`config.mk`:
```
export PLATFORM = sky130hd
export DESIGN_NAME = multicycle_control_unit_flat
export DESIGN_NICKNAME = d
export VERILOG_FILES = /design/src/rtl/ctrl_pkg.sv /design/src/rtl/multicycle_control_unit_if.sv /design/src/rtl/control_decoder.sv /design/src/rtl/multicycle_control_unit.sv /design/src/flat_wrapper.sv
export SDC_FILE = /design/constraint.sdc
export NUM_CORES = 1
export LEC_CHECK = 0
export ABC_CLOCK_PERIOD_IN_PS = 4140
export CAP_MARGIN = 20
export CORE_MARGIN = 2
export CORE_UTILIZATION = 50
export CTS_CLUSTER_DIAMETER = 150
export DETAILED_ROUTE_END_ITERATION = 10
export GPL_TIMING_DRIVEN = 0
export PLACE_DENSITY = 0.77
export SYNTH_ARGS = -nofsm -noshare
export SYNTH_HDL_FRONTEND = slang
export SYNTH_HIERARCHICAL = 1
export SYNTH_SLANG_ARGS = --single-unit
```
`constraint.sdc`:
```
create_clock -name clk -period 4.14 [get_ports clk]
set_clock_uncertainty 0.2 [all_clocks]
set_input_delay 0.621 -clock clk [delete_from_list [all_inputs] [get_ports clk]]
set_output_delay 0.621 -clock clk [all_outputs]
set_load 0.02 [all_outputs]
```
`src/rtl/ctrl_pkg.sv`:
```
// Shared encodings for the multi-cycle RV32I control unit: opcodes, select-field
// codes, FSM state encoding, trap causes and the latched decode record.
package ctrl_pkg;

    // RV32I opcodes handled by this control unit
    localparam logic [6:0] OPC_OP_IMM = 7'b0010011;
    localparam logic [6:0] OPC_LOAD   = 7'b0000011;
    localparam logic [6:0] OPC_STORE  = 7'b0100011;
    localparam logic [6:0] OPC_OP     = 7'b0110011;
    localparam logic [6:0] OPC_LUI    = 7'b0110111;
    localparam logic [6:0] OPC_BRANCH = 7'b1100011;
    localparam logic [6:0] OPC_JAL    = 7'b1101111;
    localparam logic [6:0] OPC_JALR   = 7'b1100111;

    // ALU operation codes (zero-extended to CALU_W at the top level)
    localparam logic [2:0] CALU_ADD  = 3'b000;
    localparam logic [2:0] CALU_AND  = 3'b001;
    localparam logic [2:0] CALU_XOR  = 3'b010;
    localparam logic [2:0] CALU_SLL  = 3'b011;
    localparam logic [2:0] CALU_SRL  = 3'b100;
    localparam logic [2:0] CALU_SUB  = 3'b101;
    localparam logic [2:0] CALU_JALR = 3'b110;

    // Immediate extension selects
    localparam logic [2:0] CEU_I = 3'b000;
    localparam logic [2:0] CEU_L = 3'b001;
    localparam logic [2:0] CEU_S = 3'b010;
    localparam logic [2:0] CEU_U = 3'b011;
    localparam logic [2:0] CEU_B = 3'b100;
    localparam logic [2:0] CEU_J = 3'b101;

    // Next-PC selects
    localparam logic [1:0] PCS_BRANCH = 2'b00;
    localparam logic [1:0] PCS_JUMP   = 2'b01;
    localparam logic [1:0] PCS_SEQ    = 2'b10;

    // Writeback data selects
    localparam logic [1:0] DWS_EXT = 2'b00;
    localparam logic [1:0] DWS_ALU = 2'b01;
    localparam logic [1:0] DWS_PC4 = 2'b10;

    // FSM state encoding; FETCH must be 0 so the debug port reads 0 in reset
    typedef enum logic [2:0] {
        ST_FETCH  = 3'd0,
        ST_DECODE = 3'd1,
        ST_EXEC   = 3'd2,
        ST_MEM    = 3'd3,
        ST_WB     = 3'd4,
        ST_TRAP   = 3'd5
    } state_t;

    typedef enum logic [1:0] {
        CAUSE_NONE      = 2'b00,
        CAUSE_ILL_OP    = 2'b01,
        CAUSE_ILL_FUNCT = 2'b10,
        CAUSE_TIMEOUT   = 2'b11
    } trap_cause_t;

    // Instruction class, used by the FSM to pick the EXEC/MEM path
    typedef enum logic [2:0] {
        CLS_NONE   = 3'd0,
        CLS_ALU    = 3'd1,
        CLS_LOAD   = 3'd2,
        CLS_STORE  = 3'd3,
        CLS_LUI    = 3'd4,
        CLS_BRANCH = 3'd5,
        CLS_JUMP   = 3'd6
    } class_t;

    // Datapath select fields, latched at the end of DECODE
    typedef struct packed {
        logic [2:0] calu;
        logic [2:0] ceu;
        logic [1:0] pcs;
        logic [1:0] dws;
        logic       alus1;
        logic       alus2;
        logic       os;
        logic       bs;
    } sel_t;

endpackage

```
`src/rtl/multicycle_control_unit_if.sv`:
```
// Memory handshake bundle between the control unit and the instruction/data
// memories. The control unit is the master: it raises requests and the store
// enable, the memories answer with acks.
interface multicycle_control_unit_if;

    logic imem_req;
    logic imem_ack;
    logic dmem_req;
    logic dmem_ack;
    logic cdm;

    modport master (
        output imem_req,
        output dmem_req,
        output cdm,
        input  imem_ack,
        input  dmem_ack
    );

    modport slave (
        input  imem_req,
        input  dmem_req,
        input  cdm,
        output imem_ack,
        output dmem_ack
    );

endinterface

```
`src/rtl/control_decoder.sv`:
```
// Purely combinational instruction decoder: maps {opcode, funct3, funct7} to the
// datapath select fields and an instruction class, and flags illegal encodings.
// Illegal encodings produce all-zero selects so nothing stray is latched.
module control_decoder
    import ctrl_pkg::*;
(
    input  logic [6:0] op_code,
    input  logic [2:0] funct_3,
    input  logic [6:0] funct_7,
    output sel_t       sel,
    output class_t     cls,
    output logic       illegal_op,
    output logic       illegal_funct
);

    // Decode table; every field starts at 0 so unlisted fields stay 0
    always_comb begin
        // NOTE: every output gets a default before the case so no path can infer a latch.
        sel           = '0;
        cls           = CLS_NONE;
        illegal_op    = 1'b0;
        illegal_funct = 1'b0;

        case (op_code)
            OPC_OP_IMM: begin
                cls       = CLS_ALU;
                sel.ceu   = CEU_I;
                sel.pcs   = PCS_SEQ;
                sel.dws   = DWS_ALU;
                sel.alus1 = 1'b1;
                sel.alus2 = 1'b1;
                case (funct_3)
                    3'b000:  sel.calu = CALU_ADD;
                    3'b111:  sel.calu = CALU_AND;
                    3'b100:  sel.calu = CALU_XOR;
                    3'b001:  sel.calu = CALU_SLL;
                    3'b101:  sel.calu = CALU_SRL;
                    default: illegal_funct = 1'b1;
                endcase
            end

            OPC_LOAD: begin
                if (funct_3 == 3'b010) begin
                    cls       = CLS_LOAD;
                    sel.ceu   = CEU_L;
                    sel.calu  = CALU_ADD;
                    sel.pcs   = PCS_SEQ;
                    sel.dws   = DWS_ALU;
                    sel.alus1 = 1'b1;
                    sel.alus2 = 1'b1;
                    sel.os    = 1'b1;
                end else begin
                    illegal_funct = 1'b1;
                end
            end

            OPC_STORE: begin
                if (funct_3 == 3'b010) begin
                    cls       = CLS_STORE;
                    sel.ceu   = CEU_S;
                    sel.calu  = CALU_ADD;
                    sel.pcs   = PCS_SEQ;
                    sel.alus1 = 1'b1;
                    sel.alus2 = 1'b1;
                end else begin
                    illegal_funct = 1'b1;
                end
            end

            OPC_OP: begin
                cls       = CLS_ALU;
                sel.pcs   = PCS_SEQ;
                sel.dws   = DWS_ALU;
                sel.alus1 = 1'b1;
                sel.alus2 = 1'b0;
                case ({funct_7, funct_3})
                    {7'b0000000, 3'b000}: sel.calu = CALU_ADD;
                    {7'b0000000, 3'b001}: sel.calu = CALU_SLL;
                    {7'b0100000, 3'b000}: sel.calu = CALU_SUB;
                    default:              illegal_funct = 1'b1;
                endcase
            end

            OPC_LUI: begin
                cls     = CLS_LUI;
                sel.ceu = CEU_U;
                sel.pcs = PCS_SEQ;
                sel.dws = DWS_EXT;
            end

            OPC_BRANCH: begin
                if (funct_3 == 3'b001 || funct_3 == 3'b101) begin
                    cls       = CLS_BRANCH;
                    sel.ceu   = CEU_B;
                    sel.calu  = CALU_SUB;
                    sel.pcs   = PCS_BRANCH;
                    sel.alus1 = 1'b1;
                    sel.alus2 = 1'b0;
                    sel.bs    = (funct_3 == 3'b001);
                end else begin
                    illegal_funct = 1'b1;
                end
            end

            OPC_JAL: begin
                cls       = CLS_JUMP;
                sel.ceu   = CEU_J;
                sel.calu  = CALU_ADD;
                sel.pcs   = PCS_JUMP;
                sel.dws   = DWS_PC4;
                sel.alus1 = 1'b0;
                sel.alus2 = 1'b1;
            end

            OPC_JALR: begin
                cls       = CLS_JUMP;
                sel.ceu   = CEU_I;
                sel.calu  = CALU_JALR;
                sel.pcs   = PCS_JUMP;
                sel.dws   = DWS_PC4;
                sel.alus1 = 1'b1;
                sel.alus2 = 1'b1;
            end

            default: illegal_op = 1'b1;
        endcase

        // Never let a half-decoded illegal instruction reach the decode registers
        if (illegal_op || illegal_funct) begin
            sel = '0;
            cls = CLS_NONE;
        end
    end

endmodule

```
`src/rtl/multicycle_control_unit.sv`:
```
// Multi-cycle RV32I control unit. Sequences each instruction through
// FETCH/DECODE/EXEC/MEM/WB, handshakes with variable-latency memories and
// traps on illegal encodings or a memory that never answers.
module multicycle_control_unit
    import ctrl_pkg::*;
#(
    parameter int CALU_W  = 3,
    parameter int TIMEOUT = 16
) (
    input  logic                      clk,
    input  logic                      rst,
    input  logic [6:0]                op_code,
    input  logic [2:0]                funct_3,
    input  logic [6:0]                funct_7,
    multicycle_control_unit_if.master bus,
    output logic                      ir_we,
    output logic                      pc_we,
    output logic                      crf,
    output logic [CALU_W-1:0]         calu,
    output logic [2:0]                ceu,
    output logic [1:0]                pcs,
    output logic [1:0]                dws,
    output logic                      alus1,
    output logic                      alus2,
    output logic                      os,
    output logic                      bs,
    output logic                      trap,
    output logic [1:0]                trap_cause,
    output logic [2:0]                state
);

    // Wide enough to hold the value TIMEOUT itself
    localparam int CNT_W = (TIMEOUT > 0) ? $clog2(TIMEOUT + 1) : 1;

    state_t            state_q;
    sel_t              sel_q;
    class_t            cls_q;
    trap_cause_t       cause_q;
    logic [CNT_W-1:0]  wait_cnt;

    sel_t              dec_sel;
    class_t            dec_cls;
    logic              dec_ill_op;
    logic              dec_ill_funct;

    logic              timed_out;
    logic              is_mem_cls;

    logic              imem_req_c;
    logic              dmem_req_c;
    logic              cdm_c;

    control_decoder u_decoder (
        .op_code       (op_code),
        .funct_3       (funct_3),
        .funct_7       (funct_7),
        .sel           (dec_sel),
        .cls           (dec_cls),
        .illegal_op    (dec_ill_op),
        .illegal_funct (dec_ill_funct)
    );

    assign timed_out  = (TIMEOUT != 0) && (wait_cnt == CNT_W'(TIMEOUT));
    assign is_mem_cls = (cls_q == CLS_LOAD) || (cls_q == CLS_STORE);

    // FSM, decode registers, trap cause and wait counter
    always_ff @(posedge clk or negedge rst) begin
        // NOTE: state is updated with non-blocking assignments so every flop samples pre-edge values.
        if (!rst) begin
            state_q  <= ST_FETCH;
            sel_q    <= '0;
            cls_q    <= CLS_NONE;
            cause_q  <= CAUSE_NONE;
            wait_cnt <= '0;
        end else begin
            case (state_q)
                ST_FETCH: begin
                    // An ack on the boundary cycle wins over the timeout
                    if (bus.imem_ack) begin
                        state_q  <= ST_DECODE;
                        wait_cnt <= '0;
                    end else if (timed_out) begin
                        state_q  <= ST_TRAP;
                        cause_q  <= CAUSE_TIMEOUT;
                        wait_cnt <= '0;
                    end else begin
                        wait_cnt <= wait_cnt + CNT_W'(1);
                    end
                end

                ST_DECODE: begin
                    sel_q <= dec_sel;
                    cls_q <= dec_cls;
                    if (dec_ill_op) begin
                        state_q <= ST_TRAP;
                        cause_q <= CAUSE_ILL_OP;
                    end else if (dec_ill_funct) begin
                        state_q <= ST_TRAP;
                        cause_q <= CAUSE_ILL_FUNCT;
                    end else begin
                        state_q <= ST_EXEC;
                    end
                end

                ST_EXEC: begin
                    state_q <= is_mem_cls ? ST_MEM : ST_FETCH;
                end

                ST_MEM: begin
                    if (bus.dmem_ack) begin
                        state_q  <= (cls_q == CLS_LOAD) ? ST_WB : ST_FETCH;
                        wait_cnt <= '0;
                    end else if (timed_out) begin
                        state_q  <= ST_TRAP;
                        cause_q  <= CAUSE_TIMEOUT;
                        wait_cnt <= '0;
                    end else begin
                        wait_cnt <= wait_cnt + CNT_W'(1);
                    end
                end

                ST_WB: begin
                    state_q <= ST_FETCH;
                end

                ST_TRAP: begin
                    state_q <= ST_TRAP;
                end

                default: begin
                    state_q <= ST_FETCH;
                end
            endcase
        end
    end

    // Strobes: asserted only in their owning state, all 0 elsewhere
    always_comb begin
        imem_req_c = 1'b0;
        ir_we      = 1'b0;
        dmem_req_c = 1'b0;
        cdm_c      = 1'b0;
        pc_we      = 1'b0;
        crf        = 1'b0;

        case (state_q)
            ST_FETCH: begin
                // NOTE: the state register parks in FETCH while reset is held, so the
                // fetch request is qualified with rst to keep every output 0 in reset.
                imem_req_c = rst;
                ir_we      = rst & bus.imem_ack;
            end
            ST_EXEC: begin
                if (!is_mem_cls) begin
                    pc_we = 1'b1;
                    crf   = (cls_q != CLS_BRANCH);
                end
            end
            ST_MEM: begin
                dmem_req_c = 1'b1;
                cdm_c      = (cls_q == CLS_STORE);
                pc_we      = (cls_q == CLS_STORE) && bus.dmem_ack;
            end
            ST_WB: begin
                crf   = 1'b1;
                pc_we = 1'b1;
            end
            default: ;
        endcase
    end

    assign bus.imem_req = imem_req_c;
    assign bus.dmem_req = dmem_req_c;
    assign bus.cdm      = cdm_c;

    // Select fields always reflect the latched decode
    assign calu       = CALU_W'(sel_q.calu);
    assign ceu        = sel_q.ceu;
    assign pcs        = sel_q.pcs;
    assign dws        = sel_q.dws;
    assign alus1      = sel_q.alus1;
    assign alus2      = sel_q.alus2;
    assign os         = sel_q.os;
    assign bs         = sel_q.bs;

    assign trap       = (state_q == ST_TRAP);
    assign trap_cause = cause_q;
    assign state      = state_q;

endmodule

```
`src/flat_wrapper.sv`:
```
// flat-port wrapper written by rule: the top's interface ports become plain ports
module multicycle_control_unit_flat import ctrl_pkg::*;
#(
    parameter int CALU_W  = 3,
    parameter int TIMEOUT = 16
)
  (clk, rst, op_code, funct_3, funct_7, ir_we, pc_we, crf, calu, ceu, pcs, dws, alus1, alus2, os, bs, trap, trap_cause, state, bus_imem_req, bus_dmem_req, bus_cdm, bus_imem_ack, bus_dmem_ack);
  multicycle_control_unit_if bus_i ();
  input  logic clk;
  input  logic rst;
  input  logic [6:0] op_code;
  input  logic [2:0] funct_3;
  input  logic [6:0] funct_7;
  output logic ir_we;
  output logic pc_we;
  output logic crf;
  output logic [CALU_W-1:0] calu;
  output logic [2:0] ceu;
  output logic [1:0] pcs;
  output logic [1:0] dws;
  output logic alus1;
  output logic alus2;
  output logic os;
  output logic bs;
  output logic trap;
  output logic [1:0] trap_cause;
  output logic [2:0] state;
  output wire logic [$bits(bus_i.imem_req)-1:0] bus_imem_req;
  output wire logic [$bits(bus_i.dmem_req)-1:0] bus_dmem_req;
  output wire logic [$bits(bus_i.cdm)-1:0] bus_cdm;
  input wire logic [$bits(bus_i.imem_ack)-1:0] bus_imem_ack;
  input wire logic [$bits(bus_i.dmem_ack)-1:0] bus_dmem_ack;
  assign bus_imem_req = bus_i.imem_req;
  assign bus_dmem_req = bus_i.dmem_req;
  assign bus_cdm = bus_i.cdm;
  assign bus_i.imem_ack = bus_imem_ack;
  assign bus_i.dmem_ack = bus_dmem_ack;
  multicycle_control_unit #(.CALU_W(CALU_W), .TIMEOUT(TIMEOUT)) u_core (.clk(clk), .rst(rst), .op_code(op_code), .funct_3(funct_3), .funct_7(funct_7), .bus(bus_i), .ir_we(ir_we), .pc_we(pc_we), .crf(crf), .calu(calu), .ceu(ceu), .pcs(pcs), .dws(dws), .alus1(alus1), .alus2(alus2), .os(os), .bs(bs), .trap(trap), .trap_cause(trap_cause), .state(state));
endmodule
```
==> results of run 1 <==
## final cells by class
cell class                 count  area (um^2)
sequential                    27        675.6
buffer                        13        77.57
clock buffer                   4        45.04
timing repair buffer          45        467.9
fill                         305         1176
inverter                      10        37.54
tap                           48        60.06
multi-input combinational    154         1176
## cells by family after synthesis
family | after synthesis | share of synthesized area (%)
XOR/XNOR | 3 | 1.718
buffers and inverters | 23 | 5.851
AO/OA/AOI/OAI | 46 | 17.30
AND/OR/NAND/NOR | 83 | 26.21
adder cells (fa/ha/maj) | 2 | 1.272
multiplexers | 20 | 13.29
flip-flops | 27 | 34.35
## stage by stage
stage	setup WS, ns	utilization [%]	cell area [um^2]
after CTS	0.9018	68.35	2540
after global routing	0.7971	68.35	2540
after global placement	0.4433	66.40	2467
after floorplan	1.542	-	1967
final	0.9473	68.35	2540
after detailed placement	0.7373	67.14	2495
## cells in the mapped netlist, types with 3 or more instances
cell type,instances,area [um^2]
sky130_fd_sc_hd__a21oi_1,10,50.05
sky130_fd_sc_hd__a22o_1,3,26.28
sky130_fd_sc_hd__and2_1,3,18.77
sky130_fd_sc_hd__buf_2,4,20.02
sky130_fd_sc_hd__buf_6,3,33.78
sky130_fd_sc_hd__clkbuf_1,4,15.01
sky130_fd_sc_hd__dfrtp_1,27,675.7
sky130_fd_sc_hd__inv_1,9,33.78
sky130_fd_sc_hd__mux2_1,5,56.30
sky130_fd_sc_hd__mux2_2,4,45.04
sky130_fd_sc_hd__mux2_4,10,150.1
sky130_fd_sc_hd__nand2_1,10,37.54
sky130_fd_sc_hd__nand2b_1,7,43.79
sky130_fd_sc_hd__nand3_1,3,15.01
sky130_fd_sc_hd__nand3b_1,4,30.03
sky130_fd_sc_hd__nand4_1,4,25.02
sky130_fd_sc_hd__nand4b_1,3,26.28
sky130_fd_sc_hd__nor2_1,12,45.04
sky130_fd_sc_hd__nor2b_1,7,43.79
sky130_fd_sc_hd__nor3_1,5,25.02
sky130_fd_sc_hd__o21ai_0,5,25.02
sky130_fd_sc_hd__o22ai_1,3,18.77
sky130_fd_sc_hd__or3_1,6,37.54
## path summary, 6_finish.rpt
check | slack, ns | to | depth (start not counted) | from
worst min-delay path | 0.29 | u_core/ceu[0] | 1 | u_core/ceu[0]
max in group asynchronous | 2.81 | u_core/dws[0] | 2 | rst
worst min register to register | 0.29 | u_core/ceu[0] | 1 | u_core/ceu[0]
worst max-delay path | 0.95 | ir_we | 4 | rst
worst max register to register | 2.27 | u_core/dws[0] | 5 | u_core/state[2]
min in group asynchronous | 0.47 | u_core/calu[2] | 1 | rst
## sequential cells by signal, summed over array words and instances, names as in the netlist
name	cells
u_core/pcs	2
u_core/ceu	3
u_core/os	1
u_core/dws	2
u_core/alus2	1
u_core/wait_cnt	5
u_core/bs	1
u_core/cls_q	3
u_core/state	3
u_core/calu	3
u_core/alus1	1
u_core/trap_cause	2
## routing by layer
metal	vias to the layer above	wire length (um)
met1	836	2295
met3	2	184
met4	0	20
met2	48	2113
met5	-	0
li1	860	-
## critical path, cell delays in order
cell and delay, ns:
sky130_fd_sc_hd__clkdlybuf4s50_1 0.77, sky130_fd_sc_hd__buf_16 0.23, sky130_fd_sc_hd__and3_1 0.16, sky130_fd_sc_hd__clkdlybuf4s50_1 0.59
## power groups by stage
stage / Sequential [uW] / Clock (uW) / Combinational, uW
after floorplan: 381 / 0 / 334
after global placement: 354 / 0 / 537
after detailed placement: 357 / 0 / 550
after CTS: 351 / 158 / 553
after global routing: 359 / 168 / 598
final: 351 / 152 / 550
==> qor_table.md, run 1 <==
| Quantity | Reported | Unit |
|:---|:---|:---|
| Synthesis-stage register bit count | 27 | - |
| CP Launch Type | primary input | - |
| First-iteration detailed-routing DRC count | 127 | - |
| Mean Syn Cell Area | 9.642 | um^2 |
| Global Route met2 Usage | 37.88 | % |
| Global-route wire length before repair | 7721 | um |
| Count of cell types in the netlist | 65 | - |
| Height of the die | 66.72 | um |
| DPL Wire Length | 3552 | um |
| Most frequent cells in the layout | sky130_fd_sc_hd__clkdlybuf4s50_1, sky130_fd_sc_hd__dfrtp_1, sky130_fd_sc_hd__nor2_1 | - |
| Vias after detailed routing | 1746 | - |
| Final antenna diode count | 0 | - |
| Residual antenna-violating net count after detailed routing | 0 | - |
| Top Ports | 47 | - |
| Die area | 4452 | um^2 |
| Area growth, synth to finish | 29.14 | % |
| Via count of the first global-routing pass | 1735 | - |
| Grt met3 use | 2.027 | % |
| Worst hold-check path type | flip-flop to flip-flop | - |
| Routed length per placed instance | 15.33 | um |
| Initial Utilization | 52.93 | % |
| # port buffers | 44 | - |
| Fin nets | 277 | - |
| Worst slew pin tran | 0.9760 | ns |
| Initial antenna violation count | 0 | - |
| Site Rows | 22 | - |
| Number of search-and-repair iterations in the first detailed-routing pass | 4 | - |
| Global-route usage over all layers | 22.15 | % |
| Yosys warns | 6 | - |
| Final critical path time including I/O delays and setup | 3.193 | ns |
| CTS tree | yes | - |
| Sinks on Clock Net | 27 | - |
| Overall power | 1053 | uW |
| Clk pwr share | 14.4 | % |
| GRT Residual Overflow | 0 | - |
| Most used flip-flop cell after synthesis | sky130_fd_sc_hd__dfrtp_1 | - |
| Wire length after detailed routing | 4613 | um |
| Number of flops mapped to enable cells by yosys | 0 | - |
| Post-CTS setup buffer count | 0 | - |
| Setup TNS | 0 | ns |
| Via-per-instance ratio | 5.801 | - |
| Highest attainable clock frequency | 0.3132 | GHz |
| Sequential cell area fraction in the yosys report | 34.35 | % |
| Leakage power summed over all cells | 0.001093 | uW |
| Placed cell count | 297 | - |
| Most common cell after layout, fill and taps aside | sky130_fd_sc_hd__clkdlybuf4s50_1 | - |
| Met1 usage in global routing | 30.73 | % |
| RSZ-0062 raised after global routing | false | - |
| Result of the run | finished, final reports clean | - |
| Gate count of the mapped netlist | 204 | - |
| Worst-path fanout max | 21 | - |
| Cell internal power dissipation | 642.7 | uW |
| Core Area | 3716 | um^2 |
| Pin count of the biggest net entering global routing | 22 | - |
| Worst vdd ir | 0.2779 | mV |
| Synthesized netlist net count | 227 | - |
| Logic pwr share | 52.3 | % |
| Number of violations of the max-capacitance limit | 0 | - |
| Chip Width | 66.72 | um |
| Critical path start-end classification | primary input to output pin | - |
| Layout cells sized above 1 | 14.23 | % |
| Net switching power figure | 410.6 | uW |
| DRC violation count after routing | 0 | - |
| Total of cells resized after clock tree synthesis | 0 | - |
| Relative slew slack | 34.43 | % |
| CTS Buf Count | 3 | - |
| Worst slack on hold paths | 0.2905 | ns |
| H-Tree Depth | 1 | - |
| Gp weighted congestion | 0.8921 | - |
| Final setup violation count | 0 | - |
| Post-synth ARST share | 100.0 | % |
| Filler-free cell count of the finished design | 301 | - |
| Required time at the worst-slack endpoint | 3.32 | ns |
| Fraction of power consumed by sequential logic | 33.3 | % |
| Clock root buffer | sky130_fd_sc_hd__clkbuf_8 | - |
| Peak-usage layer in the global routing report | met2 | - |
| Sw frac | 38.98 | % |
| Clk Latency, worst-skew pair | 0.27 | ns |
| Nature of the critical path endpoint | output pin | - |
| Synthesized cell area | 1967 | um^2 |
| Part of the cycle the worst path needs | 77.12 | % |
| Hold buffer count at cts | 0 | - |
| Final Max Tran Viols | 0 | - |
| Reg clk slew, reported paths | 0.09 | ns |
| Pwr dens | 414.7 | nW/um^2 |
| Worst endpoint data arrival time | 2.37 | ns |
| Maximum root-to-sink buffer count | 2 | - |
| Count of final hold-check violations | 0 | - |
Power figures use the tool's default switching activity.
==> run 2, diff against run 1 <==
- ABC_CLOCK_PERIOD_IN_PS: 4140 -> 3100
- clock period: 4.14 -> 3.1 ns (I/O delays scaled with it)
==> run 2 against run 1 <==
Compared with the run above:
- total power is 34% higher
- worst hold slack hardly changed
- cell count is 0.66% higher
- sequential share of layout area is 0.21 points lower
- register-to-register slack worse by 1.0 ns
- utilization is 0.54 points higher
- clock-buffer cell count stayed put
- wire length is 0.63% higher
- via count is 1.4% higher
- sequential cell count stayed put
==> qor_table.md, run 2 (synthesized netlist as in run 1, its figures left out) <==
| Quantity | Reported | Unit | Change |
|:---|:---|:---|:---|
| Result of the run | finished, final reports clean | - | unchanged |
| CTS tree | yes | - | unchanged |
| Destination of the worst register-to-register timing path | u_core/dws[0] | - | unchanged |
| Vias after detailed routing | 1771 | - | was 1746 |
| Leakage power summed over all cells | 0.001105 | uW | was 0.001093 uW |
| Top Ports | 47 | - | unchanged |
| Worst hold-check path type | flip-flop to flip-flop | - | unchanged |
| Highest attainable clock frequency | 0.3471 | GHz |  |
| CTS Buf Count | 3 | - | unchanged |
| Height of the die | 66.72 | um | unchanged |
| Reg-to-reg slack, setup | 1.23 | ns | was 2.27 ns |
| Core occupancy in the finished layout | 68.89 | % | was 68.35% |
| Largest Register | u_core/wait_cnt | - | unchanged |
| Die area | 4452 | um^2 | unchanged |
| Worst stage delay on the critical path | 0.77 | ns | about the same |
| Global-route wire length before repair | 7721 | um | unchanged |
| Cell count along the critical path | 4 | - | unchanged |
| Filler cell count in the final layout | 301 | - | was 305 |
| Layout cells sized above 1 | 15.29 | % | was 14.23% |
| Wire length after detailed routing | 4642 | um | was 4613 um |
| Cells along the critical path | clkdlybuf4s50_1 -> buf_16 -> and3_1 -> clkdlybuf4s50_1 | - | unchanged |
| CP Launch Type | primary input | - | unchanged |
| Nature of the critical path endpoint | output pin | - | unchanged |
| Number of violations of the max-capacitance limit | 0 | - | unchanged |
| DPL Wire Length | 3552 | um | unchanged |
| First-iteration detailed-routing DRC count | 132 | - | was 127 |
| Pin count of the biggest net entering global routing | 22 | - | unchanged |
| Initial antenna violation count | 0 | - | unchanged |
| Library cell contributing the largest single delay on the critical path | sky130_fd_sc_hd__clkdlybuf4s50_1 | - | unchanged |
| Initial Utilization | 52.93 | % | unchanged |
| Critical path start-end classification | primary input to output pin | - | unchanged |
| Residual antenna-violating net count after detailed routing | 0 | - | unchanged |
| Most Frequent Cell on Critical Path | sky130_fd_sc_hd__clkdlybuf4s50_1 | - | unchanged |
| Via count of the first global-routing pass | 1735 | - | unchanged |
| H-Tree Depth | 1 | - | unchanged |
| Core Area | 3716 | um^2 | unchanged |
| Part of the cycle the worst path needs | 92.93 | % |  |
| # port buffers | 44 | - | unchanged |
| Worst slew pin tran | 0.9733 | ns | was 0.9760 ns |
| Flip-flop count of the largest register after layout | 5 | - | unchanged |
| DRC violation count after routing | 0 | - | unchanged |
| RSZ-0062 raised after global routing | false | - | unchanged |
| Clk Latency, worst-skew pair | 0.27 | ns | about the same |
| Most frequent cells in the layout | sky130_fd_sc_hd__clkdlybuf4s50_1, sky130_fd_sc_hd__dfrtp_1, sky130_fd_sc_hd__nor2_1 | - | unchanged |
| Gp weighted congestion | 0.8921 | - | unchanged |
| Most common cell after layout, fill and taps aside | sky130_fd_sc_hd__clkdlybuf4s50_1 | - | unchanged |
| Sum of buffers and inverters on the critical path | 3 | - | unchanged |
| GRT Residual Overflow | 0 | - | unchanged |
| Worst vdd ir | 0.3713 | mV | was 0.2779 mV |
| Area growth, synth to finish | 30.15 | % | was 29.14% |
| Final antenna diode count | 0 | - | unchanged |
| Via-per-instance ratio | 5.845 | - | was 5.801 |
| Worst endpoint data arrival time | 2.22 | ns | was 2.37 ns |
| Chip Width | 66.72 | um | unchanged |
| Hold buffer count at cts | 0 | - | unchanged |
| Setup TNS | 0 | ns | unchanged |
| Site Rows | 22 | - | unchanged |
| Clock root buffer | sky130_fd_sc_hd__clkbuf_8 | - | unchanged |
| Critical Path Start | rst | - | unchanged |
| Endpoint of the worst setup timing path | ir_we | - | unchanged |
| Reg clk slew, reported paths | 0.09 | ns | about the same |
| Maximum root-to-sink buffer count | 2 | - | unchanged |
| Count of final hold-check violations | 0 | - | unchanged |
| Reg2Reg Depth | 5 | - | unchanged |
| Sinks on Clock Net | 27 | - | unchanged |
| Number of search-and-repair iterations in the first detailed-routing pass | 4 | - | unchanged |
| Final Max Tran Viols | 0 | - | unchanged |
| Routed length per placed instance | 15.32 | um | was 15.33 um |
| Required time at the worst-slack endpoint | 2.43 | ns | was 3.32 ns |
| Final critical path time including I/O delays and setup | 2.881 | ns |  |
| Start of the worst register-to-register path | u_core/state[2] | - | unchanged |
| Worst-path fanout max | 21 | - | unchanged |
| Global-route usage over all layers | 22.15 | % | unchanged |
| Relative slew slack | 34.61 | % | was 34.43% |
| Pwr dens | 551.0 | nW/um^2 | was 414.7 nW/um^2 |
| Cell class contributing the biggest share of worst-path delay | buffers and inverters | - | unchanged |
| Final setup violation count | 0 | - | unchanged |
| Fin nets | 279 | - | was 277 |
## run 2: cell types whose count changed in the layout (fill, tap and decap cells not counted)
cell / delta
sky130_fd_sc_hd__nor3b_2: +1
sky130_fd_sc_hd__nor3b_1: -1
sky130_fd_sc_hd__buf_4: +2
## run 2: timing repair
action / CTS / global route
resized for setup: 0 / 1
endpoints found under the setup margin: 0 / 4
setup buffers: 0 / 2
## run 2: how the worst min path moves through the flow
stage                  start  cells after the start            end  slack (ns)
6_report       u_core/ceu[0]                      1  u_core/ceu[0]        0.29
5_1_grt        u_core/ceu[1]                      1  u_core/ceu[1]        0.31
4_1_cts            u_core/bs                      1      u_core/bs        0.30
3_5_place_dp   u_core/ceu[0]                      1  u_core/ceu[0]        0.28
3_3_place_gp   u_core/ceu[1]                      1  u_core/ceu[1]        0.27
2_1_floorplan            rst                      0   u_core/alus1       -0.03
## run 2: cell type report
cell class | instances | area (um^2) | area share [%]
buffer | 13 | 77.57 | 3.030
clock buffer | 4 | 45.04 | 1.760
inverter | 10 | 37.54 | 1.466
multi-input combinational | 154 | 1181 | 46.14
sequential | 27 | 675.6 | 26.39
tap | 48 | 60.06 | 2.346
timing repair buffer | 47 | 483.0 | 18.87
## run 2: power by group
group | internal [uW] | switching [uW] | leakage, uW
registers | 413 | 55.4 | 0.000363
logic | 356 | 384 | 0.000719
clock network | 92.1 | 110 | 0.0000228
## run 2: stage by stage
| stage | hold slack (ns) | cells | power [uW] | instance area [um^2] | worst slack (ns) |
|---|---|---|---|---|---|
| detailed placement | 0.2765 | 297 | 1211 | 2495 | -0.1467 |
| finish | 0.2902 | 303 | 1410 | 2560 | 0.2192 |
| global route | 0.3103 | 303 | 1508 | 2560 | 0.08927 |
| floorplan | -0.03059 | 204 | 955.3 | 1967 | 0.6583 |
| CTS | 0.2956 | 301 | 1418 | 2540 | 0.1395 |
| global placement | 0.2670 | 296 | 1190 | 2467 | -0.2847 |
## run 2: layer usage
metal | GRT usage, % | vias up | wire, um | part of all wire (%)
met4 | 3.827 | 0 | 20 | 0.43
met2 | 37.88 | 49 | 2133 | 46
met5 | 0 | - | 0 | 0
li1 | - | 863 | - | -
met1 | 30.73 | 857 | 2274 | 49
met3 | 2.027 | 2 | 214 | 4.6
